<file path="src/rtl/sram_stream_reader_if.sv">
// SRAM read port plus downstream valid/ready stream for sram_stream_reader.
// The master modport is the reader; the slave modport is the SRAM/consumer side.
interface sram_stream_reader_if #(
    parameter int DATA_WIDTH = 8,
    parameter int ADDR_WIDTH = 8
);
    logic                  sram_csen;
    logic                  sram_rd_en;
    logic [ADDR_WIDTH-1:0] sram_rd_addr;
    logic [DATA_WIDTH-1:0] sram_rd_data;
    logic                  m_valid;
    logic                  m_ready;
    logic [DATA_WIDTH-1:0] m_data;
    logic                  m_last;

    modport master (
        output sram_csen, sram_rd_en, sram_rd_addr, m_valid, m_data, m_last,
        input  sram_rd_data, m_ready
    );

    modport slave (
        input  sram_csen, sram_rd_en, sram_rd_addr, m_valid, m_data, m_last,
        output sram_rd_data, m_ready
    );
endinterface

</file>
<file path="src/rtl/sram_stream_reader.sv">
// Strided SRAM reader streaming words through a 2-entry prefetch FIFO with credit-based issue.
// Optional: define SRAM_STREAM_READER_STALL_CNT_EN to add the stall_cnt output.
module sram_stream_reader #(
    parameter int DATA_WIDTH = 8,
    parameter int ADDR_WIDTH = 8,
    parameter int LEN_WIDTH  = 9
) (
    input  logic                  clk,
    input  logic                  rst_n,
    input  logic                  start,
    input  logic [ADDR_WIDTH-1:0] base_addr,
    input  logic [ADDR_WIDTH-1:0] stride,
    input  logic [LEN_WIDTH-1:0]  len,
    output logic                  busy,
    output logic                  done,
`ifdef SRAM_STREAM_READER_STALL_CNT_EN
    output logic [15:0]           stall_cnt,
`endif
    sram_stream_reader_if.master  bus
);
    typedef enum logic [1:0] {IDLE, ISSUE, DRAIN} state_e;

    state_e                state_q, state_d;
    logic [ADDR_WIDTH-1:0] addr_q, addr_d;
    logic [ADDR_WIDTH-1:0] last_addr_q, last_addr_d;
    logic [LEN_WIDTH-1:0]  remain_q, remain_d;
    logic                  inflight_q, inflight_d;
    logic                  inflight_last_q, inflight_last_d;
    logic                  done_q, done_d;
    logic [DATA_WIDTH-1:0] fifo_data_q [2];
    logic [DATA_WIDTH-1:0] fifo_data_d [2];
    logic                  fifo_last_q [2];
    logic                  fifo_last_d [2];
    logic                  wr_ptr_q, wr_ptr_d;
    logic                  rd_ptr_q, rd_ptr_d;
    logic [1:0]            count_q, count_d;
    logic [15:0]           stall_q, stall_d;

    logic       pop;
    logic       issue;
    logic [2:0] occ;

    always_comb begin
        // NOTE: every signal gets a default before any branch so no latch is inferred.
        state_d         = state_q;
        addr_d          = addr_q;
        last_addr_d     = last_addr_q;
        remain_d        = remain_q;
        done_d          = 1'b0;
        fifo_data_d     = fifo_data_q;
        fifo_last_d     = fifo_last_q;
        wr_ptr_d        = wr_ptr_q;
        rd_ptr_d        = rd_ptr_q;
        stall_d         = stall_q;

        pop   = (count_q != 2'd0) && bus.m_ready;
        // Credits: buffered words plus the read returning this cycle, minus the word leaving.
        occ   = {1'b0, count_q} + {2'b00, inflight_q};
        issue = (state_q == ISSUE) && (occ < (3'd2 + {2'b00, pop}));

        inflight_d      = issue;
        inflight_last_d = issue && (remain_q == LEN_WIDTH'(1));

        unique case (state_q)
            IDLE: begin
                if (start) begin
                    stall_d = '0;
                    if (len != '0) begin
                        state_d  = ISSUE;
                        addr_d   = base_addr;
                        remain_d = len;
                    end else begin
                        done_d = 1'b1;
                    end
                end
            end
            ISSUE: begin
                if (issue) begin
                    addr_d      = addr_q + stride;
                    last_addr_d = addr_q;
                    remain_d    = remain_q - LEN_WIDTH'(1);
                    if (remain_q == LEN_WIDTH'(1)) state_d = DRAIN;
                end
            end
            DRAIN: begin
                if (pop && fifo_last_q[rd_ptr_q]) begin
                    state_d = IDLE;
                    done_d  = 1'b1;
                end
            end
            default: state_d = IDLE;
        endcase

        if (inflight_q) begin
            fifo_data_d[wr_ptr_q] = bus.sram_rd_data;
            fifo_last_d[wr_ptr_q] = inflight_last_q;
            wr_ptr_d              = ~wr_ptr_q;
        end
        if (pop) rd_ptr_d = ~rd_ptr_q;
        count_d = count_q + {1'b0, inflight_q} - {1'b0, pop};

        if ((state_q != IDLE) && (count_q != 2'd0) && !bus.m_ready && (stall_q != 16'hFFFF))
            stall_d = stall_q + 16'd1;
    end

    always_ff @(posedge clk or negedge rst_n) begin
        if (!rst_n) begin
            state_q         <= IDLE;
            addr_q          <= '0;
            last_addr_q     <= '0;
            remain_q        <= '0;
            inflight_q      <= 1'b0;
            inflight_last_q <= 1'b0;
            done_q          <= 1'b0;
            // NOTE: the two FIFO entries are reset so m_data reads 0 out of reset.
            fifo_data_q     <= '{default: '0};
            fifo_last_q     <= '{default: 1'b0};
            wr_ptr_q        <= 1'b0;
            rd_ptr_q        <= 1'b0;
            count_q         <= 2'd0;
            stall_q         <= '0;
        end else begin
            // NOTE: non-blocking assignments so all state updates see the same pre-edge values.
            state_q         <= state_d;
            addr_q          <= addr_d;
            last_addr_q     <= last_addr_d;
            remain_q        <= remain_d;
            inflight_q      <= inflight_d;
            inflight_last_q <= inflight_last_d;
            done_q          <= done_d;
            fifo_data_q     <= fifo_data_d;
            fifo_last_q     <= fifo_last_d;
            wr_ptr_q        <= wr_ptr_d;
            rd_ptr_q        <= rd_ptr_d;
            count_q         <= count_d;
            stall_q         <= stall_d;
        end
    end

    assign busy             = (state_q != IDLE);
    assign done             = done_q;
    assign bus.sram_csen    = busy;
    assign bus.sram_rd_en   = issue;
    // The address register already points past the last issued read, so show the issued one when idle.
    assign bus.sram_rd_addr = issue ? addr_q : last_addr_q;
    assign bus.m_valid      = (count_q != 2'd0);
    assign bus.m_data       = fifo_data_q[rd_ptr_q];
    assign bus.m_last       = (count_q != 2'd0) && fifo_last_q[rd_ptr_q];

`ifdef SRAM_STREAM_READER_STALL_CNT_EN
    assign stall_cnt = stall_q;
`else
    logic unused_stall;
    assign unused_stall = ^stall_q;
`endif
endmodule

</file>
<file path="src/flat_wrapper.sv">
// flat-port wrapper written by rule: the top's interface ports become plain ports
module sram_stream_reader_flat 
#(
    parameter int DATA_WIDTH = 8,
    parameter int ADDR_WIDTH = 8,
    parameter int LEN_WIDTH  = 9
)
  (clk, rst_n, start, base_addr, stride, len, busy, done, bus_sram_csen, bus_sram_rd_en, bus_sram_rd_addr, bus_m_valid, bus_m_data, bus_m_last, bus_sram_rd_data, bus_m_ready);
  sram_stream_reader_if #(.DATA_WIDTH(DATA_WIDTH), .ADDR_WIDTH(ADDR_WIDTH)) bus_i ();
  input  logic clk;
  input  logic rst_n;
  input  logic start;
  input  logic [ADDR_WIDTH-1:0] base_addr;
  input  logic [ADDR_WIDTH-1:0] stride;
  input  logic [LEN_WIDTH-1:0] len;
  output logic busy;
  output logic done;
  output wire logic [$bits(bus_i.sram_csen)-1:0] bus_sram_csen;
  output wire logic [$bits(bus_i.sram_rd_en)-1:0] bus_sram_rd_en;
  output wire logic [$bits(bus_i.sram_rd_addr)-1:0] bus_sram_rd_addr;
  output wire logic [$bits(bus_i.m_valid)-1:0] bus_m_valid;
  output wire logic [$bits(bus_i.m_data)-1:0] bus_m_data;
  output wire logic [$bits(bus_i.m_last)-1:0] bus_m_last;
  input wire logic [$bits(bus_i.sram_rd_data)-1:0] bus_sram_rd_data;
  input wire logic [$bits(bus_i.m_ready)-1:0] bus_m_ready;
  assign bus_sram_csen = bus_i.sram_csen;
  assign bus_sram_rd_en = bus_i.sram_rd_en;
  assign bus_sram_rd_addr = bus_i.sram_rd_addr;
  assign bus_m_valid = bus_i.m_valid;
  assign bus_m_data = bus_i.m_data;
  assign bus_m_last = bus_i.m_last;
  assign bus_i.sram_rd_data = bus_sram_rd_data;
  assign bus_i.m_ready = bus_m_ready;
  sram_stream_reader #(.DATA_WIDTH(DATA_WIDTH), .ADDR_WIDTH(ADDR_WIDTH), .LEN_WIDTH(LEN_WIDTH)) u_core (.clk(clk), .rst_n(rst_n), .start(start), .base_addr(base_addr), .stride(stride), .len(len), .busy(busy), .done(done), .bus(bus_i));
endmodule
</file>
<file path="config.mk">
export PLATFORM = sky130hd
export DESIGN_NAME = sram_stream_reader_flat
export DESIGN_NICKNAME = d
export VERILOG_FILES = /design/src/rtl/sram_stream_reader_if.sv /design/src/rtl/sram_stream_reader.sv /design/src/flat_wrapper.sv
export SDC_FILE = /design/constraint.sdc
export NUM_CORES = 1
export LEC_CHECK = 0
export CAP_MARGIN = 20
export CORE_ASPECT_RATIO = 1.4
export CORE_UTILIZATION = 45
export DETAILED_ROUTE_END_ITERATION = 8
export HOLD_SLACK_MARGIN = 0.15
export PLACE_DENSITY = 0.68
export SLEW_MARGIN = 20
export SYNTH_ARGS = -nofsm -noshare
export SYNTH_HDL_FRONTEND = slang
export SYNTH_SLANG_ARGS = --single-unit
</file>
<file path="constraint.sdc">
create_clock -name clk -period 3.43 [get_ports clk]
set_clock_uncertainty 0.1 [all_clocks]
set_input_delay 0.8575 -clock clk [delete_from_list [all_inputs] [get_ports clk]]
set_output_delay 0.8575 -clock clk [all_outputs]
set_load 0.1 [all_outputs]
</file>
==> run summary, run 1 <==
The classification of the worst setup path is input port to primary output. The logs give 59 for the count of boundary I/O pins and 2.42 ns for the data arrival time of the worst path. The logs give 0 for the final-report setup violation count and 0 for the total global routing overflow.

The fraction of final layout cells sized beyond drive strength 1 is 31.9%, and the fmax is 296 MHz. For the warning count from the yosys run, the log shows 0. The number of port buffers works out to 58.

In this design, the largest share of critical-path delay is due to simple AND/OR/NAND/NOR gates. The sort of element at the start of the critical path was an input port. Across all setup checks in the final design, the least slack found is 0.0504 ns.

Counting along the longest clock path gives a buffer depth of 2. The maximum number of pins on one net before global-route repair is 35, and the area of all placed cells without fillers is 4000 um^2. The flop and latch count out of synthesis was 52; the count of TritonRoute iterations in the first routing pass was 4.

TritonCTS built the clock tree. The flow ran to the end, and the final reports show no timing, DRC or antenna violations. The initial standard-cell utilization of the core was 46.9%; the post-placement setup slack was -0.336 ns.

Setup repair after global routing left no endpoint under its margin. The logs give 0 for the number of antenna cells inserted and 5 for the number of buffers inserted during clock tree synthesis. Across all layers, the routed design uses 2314 vias. Counting distinct cell types in the post-synthesis netlist gives 45. Post-detailed-route via-to-cell ratio: 5.39. Dividing the final minimum period by the clock period gives 98.5%.

CTS saw 52 sinks. Row generation in the floorplan step produced 34 rows. At the later pin of the worst-skew pair, clock insertion delay measures 0.30 ns.

The first global-routing pass estimated 10.7 mm of wire. The share of the Yosys chip area taken by registers is 44.7%. For the final-layout worst hold slack, the log shows 0.402 ns. The H-tree depth reported by CTS was 2; the number of nets in the synthesized netlist was 328. The number of maximum-capacitance violations came out at 0. The path class of the tightest hold or removal check is flop to flop. The floorplan step defined a die boundary enclosing 6800 um^2. Compared with the post-synthesis result, the final layout area differs by 37.3%. The number of hold-slack violations in the final timing report is 0, and the overall routed net length is 6.49 mm.

In the layout the commonest cells are sky130_fd_sc_hd__dfrtp_1 (52), sky130_fd_sc_hd__buf_4 (35), sky130_fd_sc_hd__mux2_2 (26). The number of standard cells after synthesis is 277. The kind of capture point of the worst setup path was a primary output. For the initial antenna violation count, the log shows 0. The remaining number of nets flagged by the antenna check after routing was 0; the cell area after synthesis was 2910 um^2. In the final routed layout, each cell accounts on average for 15.1 um.

The number of buffers and inverters on the critical path is 3. The final net count is 407, and the number of DRC violations after detailed-routing iteration 0 is 66. Of all nets on the critical path, the largest fanout is 7. Clock-pin slew was measured on the worst setup and hold paths at 0.09 ns.

The final HPWL from detailed placement came out at 4.72 mm. For the detailed-route DRC error count, the log shows 0. The signal on the critical path passes through dlygate4sd2_1, nor4_4, and3_4, nor4_4, nand2_2, buf_12, mux2_4, buf_12. The slowest stage of the critical path belongs to the cell sky130_fd_sc_hd__mux2_4.

Mean post-synth cell area: 10.5 um^2. At the end of routability-driven placement, the weighted congestion stood at 0.765. The run gives 2371 as the number of global-route vias before repair. The tools report the placeable core region as 6210 um^2. The total routing usage reported by global routing is 19.9%, and the worst-margin pin slew is 0.790 ns.

Headroom to the max-slew limit came out at 47.1%. After detailed placement, the total cell area comes to 3750 um^2. In this design, the stage delay of the slowest critical-path cell is 0.32 ns. In the final timing run, aggregate negative setup slack is 0 ns.

Data required time at the worst endpoint: 2.47 ns. The library cell used as clock root buffer is sky130_fd_sc_hd__clkbuf_8. Max-slew violation total from the final report: 0. The worst path needs 3.38 ns of the cycle, external delays included.

Buffers inserted to repair hold after CTS numbered 0. Leaving out fill and tap cells, the most frequent cell in the layout is sky130_fd_sc_hd__dfrtp_1. The die extent in y is 97.2 um. From left edge to right edge, the die measures 70.0 um.
Yosys cell counts:
master / count / area share (%)
sky130_fd_sc_hd__a221oi_1: 1 / 0.30
sky130_fd_sc_hd__nor4_1: 3 / 0.64
sky130_fd_sc_hd__nor3_1: 5 / 0.86
sky130_fd_sc_hd__o31ai_1: 2 / 0.52
sky130_fd_sc_hd__o221a_2: 2 / 0.77
sky130_fd_sc_hd__nand3_1: 6 / 1.0
sky130_fd_sc_hd__nand2_1: 21 / 2.7
sky130_fd_sc_hd__inv_2: 2 / 0.26
sky130_fd_sc_hd__mux2_2: 26 / 10
sky130_fd_sc_hd__or3_1: 1 / 0.21
sky130_fd_sc_hd__a22o_1: 3 / 0.90
sky130_fd_sc_hd__o32ai_1: 1 / 0.30
sky130_fd_sc_hd__ha_1: 13 / 5.6
sky130_fd_sc_hd__and3b_1: 1 / 0.30
sky130_fd_sc_hd__nor4_4: 1 / 0.73
sky130_fd_sc_hd__buf_4: 4 / 1.0
sky130_fd_sc_hd__a22oi_1: 2 / 0.52
sky130_fd_sc_hd__and3_1: 4 / 0.86
sky130_fd_sc_hd__a311o_1: 1 / 0.34
sky130_fd_sc_hd__nor2_1: 25 / 3.2
sky130_fd_sc_hd__buf_2: 3 / 0.52
sky130_fd_sc_hd__or2_2: 2 / 0.43
sky130_fd_sc_hd__a211oi_2: 1 / 0.43
sky130_fd_sc_hd__mux2_1: 2 / 0.77
sky130_fd_sc_hd__nand2b_1: 3 / 0.64
sky130_fd_sc_hd__nor3b_1: 1 / 0.26
sky130_fd_sc_hd__o22ai_1: 2 / 0.43
sky130_fd_sc_hd__o21ai_0: 23 / 4.0
sky130_fd_sc_hd__mux2_4: 10 / 5.2
sky130_fd_sc_hd__nand4_1: 1 / 0.21
sky130_fd_sc_hd__a211oi_1: 3 / 0.77
sky130_fd_sc_hd__mux2i_1: 1 / 0.34
sky130_fd_sc_hd__o21a_1: 1 / 0.26
sky130_fd_sc_hd__o21bai_1: 3 / 0.77
sky130_fd_sc_hd__a21oi_1: 11 / 1.9
sky130_fd_sc_hd__a21o_1: 3 / 0.77
sky130_fd_sc_hd__nor2b_1: 7 / 1.5
sky130_fd_sc_hd__xor2_1: 3 / 0.90
sky130_fd_sc_hd__xnor2_1: 3 / 0.90
sky130_fd_sc_hd__clkbuf_1: 4 / 0.52
sky130_fd_sc_hd__o211ai_1: 1 / 0.26
sky130_fd_sc_hd__fa_1: 1 / 0.69
sky130_fd_sc_hd__a31oi_1: 3 / 0.64
sky130_fd_sc_hd__dfrtp_1: 52 / 45
sky130_fd_sc_hd__inv_1: 9 / 1.2
worst paths after layout:
| kind | from | to | slack [ns] | cells after the start |
|---|---|---|---|---|
| max | len[1] | bus_sram_rd_addr[3] | 0.05 | 8 |
| min reg2reg | u_core.wr_ptr_q$_DFFE_PN0P_ | u_core.wr_ptr_q$_DFFE_PN0P_ | 0.40 | 1 |
| max in group asynchronous | rst_n | u_core.last_addr_q[3]$_DFFE_PN0N_ | 2.07 | 2 |
| min in group asynchronous | rst_n | u_core.count_q[0]$_DFF_PN0_ | 0.50 | 1 |
| min | u_core.wr_ptr_q$_DFFE_PN0P_ | u_core.wr_ptr_q$_DFFE_PN0P_ | 0.40 | 1 |
| max reg2reg | u_core.inflight_q$_DFF_PN0_ | u_core.addr_q[7]$_DFFE_PN0P_ | 1.03 | 10 |
worst register-to-register path, stage by stage (launching register included):
cell and delay [ns]:
sky130_fd_sc_hd__dfrtp_1 0.40, sky130_fd_sc_hd__ha_2 0.20, sky130_fd_sc_hd__ha_4 0.25, sky130_fd_sc_hd__nor2_4 0.13, sky130_fd_sc_hd__a211oi_4 0.06, sky130_fd_sc_hd__nor4_4 0.17, sky130_fd_sc_hd__buf_4 0.16, sky130_fd_sc_hd__buf_4 0.31
sky130_fd_sc_hd__nand2_1 0.23, sky130_fd_sc_hd__o32ai_1 0.20, sky130_fd_sc_hd__a211oi_1 0.08
logic make-up after synthesis:
family,count (synthesis),share of synthesized area [%]
AO/OA/AOI/OAI,63,13.8
multiplexers,39,16.3
buffers and inverters,22,3.48
adder cells (fa/ha/maj),14,6.27
XOR/XNOR,6,1.80
AND/OR/NAND/NOR,81,13.6
flip-flops,52,44.7
per-layer routing:
metal / share of wire (%) / wire length (um) / GRT usage (%) / vias to the layer above
met4: 1.2 / 80 / 6.77 / 0
met1: 42 / 2740 / 22.6 / 1116
met5: 0 / 0 / 0 / -
li1: - / - / - / 1151
met3: 3.1 / 198 / 3.42 / 6
met2: 53 / 3470 / 36.8 / 41
final cells by class:
type / instances / area, um^2
clock buffers: 6 / 82.6
inverters: 11 / 41.3
flip-flops and latches: 52 / 1300
clock inverters: 2 / 38.8
well taps: 72 / 90.1
repair buffers: 83 / 847
multi-input cells: 203 / 1600
fillers: 518 / 2210
stage by stage:
step / cells / utilization (%)
floorplan: 277 / -
finish: 429 / 64.4
global route: 429 / 64.4
detailed placement: 416 / 60.4
CTS: 429 / 64.2
global placement: 416 / 60.4
flip-flops by register name, summed over array words and instances, names as in the netlist:
register                cells
u_core.fifo_data_q         16
u_core.remain_q             9
u_core.addr_q               8
u_core.last_addr_q          8
u_core.count_q              2
u_core.fifo_last_q          2
u_core.state_q              2
u_core.done                 1
u_core.inflight_last_q      1
u_core.inflight_q           1
u_core.rd_ptr_q             1
u_core.wr_ptr_q             1
what timing repair did:
item / 4_1_cts / 5_1_grt
setup endpoints to repair: 9 / 9
pin swaps: 10 / 4
endpoints found under the hold margin: 0 / 0
cloned: 1 / 0
resized for setup: 25 / 8
buffers inserted: 5 / 0
Power of run 1 is not shown: default switching activity piles up to over one toggle a cycle in this logic, so the estimate is an artifact.
==> run 2, diff against run 1 <==
--- a/config.mk
+++ b/config.mk
@@ -7,6 +7,7 @@
 export LEC_CHECK = 0
 export CAP_MARGIN = 20
 export CORE_ASPECT_RATIO = 1.4
+export CORE_MARGIN = 10
 export CORE_UTILIZATION = 45
 export DETAILED_ROUTE_END_ITERATION = 8
 export HOLD_SLACK_MARGIN = 0.15
==> run 2 against run 1 <==
Cell area fell by 0.56%. Non-clock buffer count rose by 2. Hold slack got worse by 0.13 ns. Global-route usage fell by 5.8 points. Largest cell class unchanged. Highest routed layer unchanged.
==> run summary, run 2 (synthesized netlist as in run 1, its figures left out) <==
Measured along the x axis, the die boundary spans 88.0 um. STA puts the critical path data arrival time at 2.42 ns. The detailed router placed 2359 vias in this run. The tools report the sort of element at the start of the critical path as an input port. Total number of placement rows: 34. Using the TritonRoute via totals, the vias-per-cell ratio works out to 5.47.

After detailed routing, the number of remaining DRC violations is 0. The slowest cell on the critical path was sky130_fd_sc_hd__nor4_4. The critical path goes through dlygate4sd2_1, nor3_2, and3_4, nor4_4, nand2_2, buf_12, buf_4, a21o_1, buf_12. Global routing used 14.1% of the available tracks. Counting stages on the worst path, the most repeated cell is sky130_fd_sc_hd__buf_12. The flow ran to the end, and the final reports show no timing, DRC or antenna violations. The logs give 0 for the initial antenna violation count and -0.295 ns for the post-placement setup slack. The HPWL after detailed placement is 5.14 mm. The startpoint identified for the worst register-to-register timing path is u_core.count_q[0]$_DFF_PN0_. For the number of global-route vias before repair, the log shows 2474. Dividing the detail-routed wire length by the instance count gives 16.4 um. Together, buffers and inverters on the worst path number 4.

The area growth from synthesis to layout came out at 36.5%. The largest registers in the layout are u_core.fifo_data_q: 16 flops, u_core.remain_q: 9 flops. The critical path runs through a total of 9 cells. The tools report the H-tree depth reported by CTS as 2.

The library cell used as clock root buffer was sky130_fd_sc_hd__clkbuf_8. STA puts the critical path data required time at 2.47 ns. After clock tree synthesis, the flow added hold-fix buffers numbering 0. The floorplan step defined a die boundary enclosing 10100 um^2. The type of the worst min-delay path was input port to asynchronous set/reset pin.

After global routing the overflow that remains totals 0. TritonCTS built the clock tree. The wire length of the first global-routing pass was 11.6 mm; the fill cell instance count of the final layout was 516. Along the worst path, the maximum fanout reaches 7. The timing startpoint of the critical path is len[4]. The number of antenna cells inserted is 0, and the final-report setup violation count is 0. The run gives 0 as the max-slew violation total from the final report. The worst path uses 98.5% of the clock period.

Number of maximum-capacitance violations: 0. The classification of the worst setup path is input port to primary output. Setup slack on the worst reg-to-reg path comes out at 1.02 ns.

Once layout is complete, the utilization of the core stands at 63.6%. Cell type group with the largest total delay on the critical path: buffers and inverters. Setup repair after global routing left no endpoint under its margin. After the first detailed-routing iteration, the DRC count stood at 65. The final layout contains 409 nets. In the final layout, the share of cells above drive strength 1 is 33.4%.

Kind of capture point of the worst setup path: a primary output. The tools report the clock latency at the later pin of the worst-skew pair as 0.31 ns. For this run, the slowest stage of the critical path takes 0.24 ns. The clock period could shrink to 3.38 ns. At the end of routability-driven placement, the weighted congestion stood at 0.868. The number of port buffers works out to 58. Derived from the worst setup path, the maximum achievable clock frequency is 296 MHz. Following the worst setup path forward leads to its endpoint at bus_sram_rd_addr[7]. The commonest non-fill, non-tap cell in the layout is sky130_fd_sc_hd__dfrtp_1. The count of TritonRoute iterations in the first routing pass came out at 4. Once the floorplan was initialized, standard cells occupied 46.6% of the core. Number of hold-slack violations in the final timing report: 0.

The number of clock sinks is 52. Summed over all layers, the routed wires come to 7.08 mm. Entering global routing, the biggest net connects 35 pins. Once routing completed, OpenROAD measured the worst setup slack at 0.0519 ns. After clock tree synthesis, the clock-pin slew on the worst setup and hold paths is 0.10 ns. The placeable core region was 6250 um^2; the worst-margin pin slew was 0.783 ns. The normalized max-slew margin came out at 47.6%. In this run, CTS created clock tree buffers numbering 5. For this design the top-level I/O count stands at 59. The register with the most flip-flops in the final layout is u_core.fifo_data_q. The die is 115 um tall. For the worst flop-to-flop path, the logic depth is 9.

The run gives 2 as the maximum number of buffers from clock root to sink. The endpoint identified for the worst register-to-register timing path is u_core.remain_q[3]$_DFFE_PN0P_. In this run the remaining antenna-violating nets after routing total 0.

Flip-flop count of the largest register after layout: 16. In the layout the commonest cells are sky130_fd_sc_hd__dfrtp_1 (52), sky130_fd_sc_hd__buf_4 (38), sky130_fd_sc_hd__mux2_2 (27).
[run 2: cell type report]
| cell class | instances | area, um^2 | share of cell area [%] |
|---|---|---|---|
| clock buffer | 7 | 86.3 | 2.17 |
| clock inverter | 1 | 7.51 | 0.189 |
| inverter | 11 | 41.3 | 1.04 |
| multi-input combinational | 203 | 1610 | 40.5 |
| sequential | 52 | 1300 | 32.7 |
| tap | 72 | 90.1 | 2.27 |
| timing repair buffer | 85 | 840 | 21.1 |
[run 2: per-stage QoR]
step	instance area [um^2]	hold slack, ns	instances	setup TNS [ns]
CTS	3960	0.275	430	0
finish	3980	0.268	431	0
global route	3980	0.272	431	0
floorplan	2920	0.350	277	0
detailed placement	3740	0.378	415	-2.12
global placement	3740	0.359	415	-2.29
[run 2: per-layer routing]
metal  GRT usage [%]  share of wire (%)  wire length [um]  vias up
met3            3.68                6.3               445       10
met2            24.5                 51              3580       49
met1            16.4                 42              2940     1148
met5               0                  0                 0        -
met4            4.48                1.6               112        0
li1                -                  -                 -     1152
[run 2: worst min path at each step]
stage / slack [ns] / from / cells past startpoint / end
6_report: 0.27 / rst_n / 1 / u_core.done$_DFF_PN0_
5_1_grt: 0.27 / rst_n / 1 / u_core.done$_DFF_PN0_
4_1_cts: 0.28 / rst_n / 1 / u_core.done$_DFF_PN0_
3_5_place_dp: 0.38 / u_core.remain_q[6]$_DFFE_PN0P_ / 1 / u_core.remain_q[6]$_DFFE_PN0P_
3_3_place_gp: 0.36 / u_core.last_addr_q[7]$_DFFE_PN0N_ / 1 / u_core.last_addr_q[7]$_DFFE_PN0N_
2_1_floorplan: 0.35 / u_core.last_addr_q[7]$_DFFE_PN0N_ / 1 / u_core.last_addr_q[7]$_DFFE_PN0N_
[run 2: what timing repair did]
action / CTS / global route
hold endpoints to repair: 0 / 0
pin swaps: 10 / 8
cloned: 1 / 0
buffers inserted: 6 / 1
endpoints found under the setup margin: 9 / 9
gates resized for setup: 27 / 15
Power of run 2 is left out for the same reason.
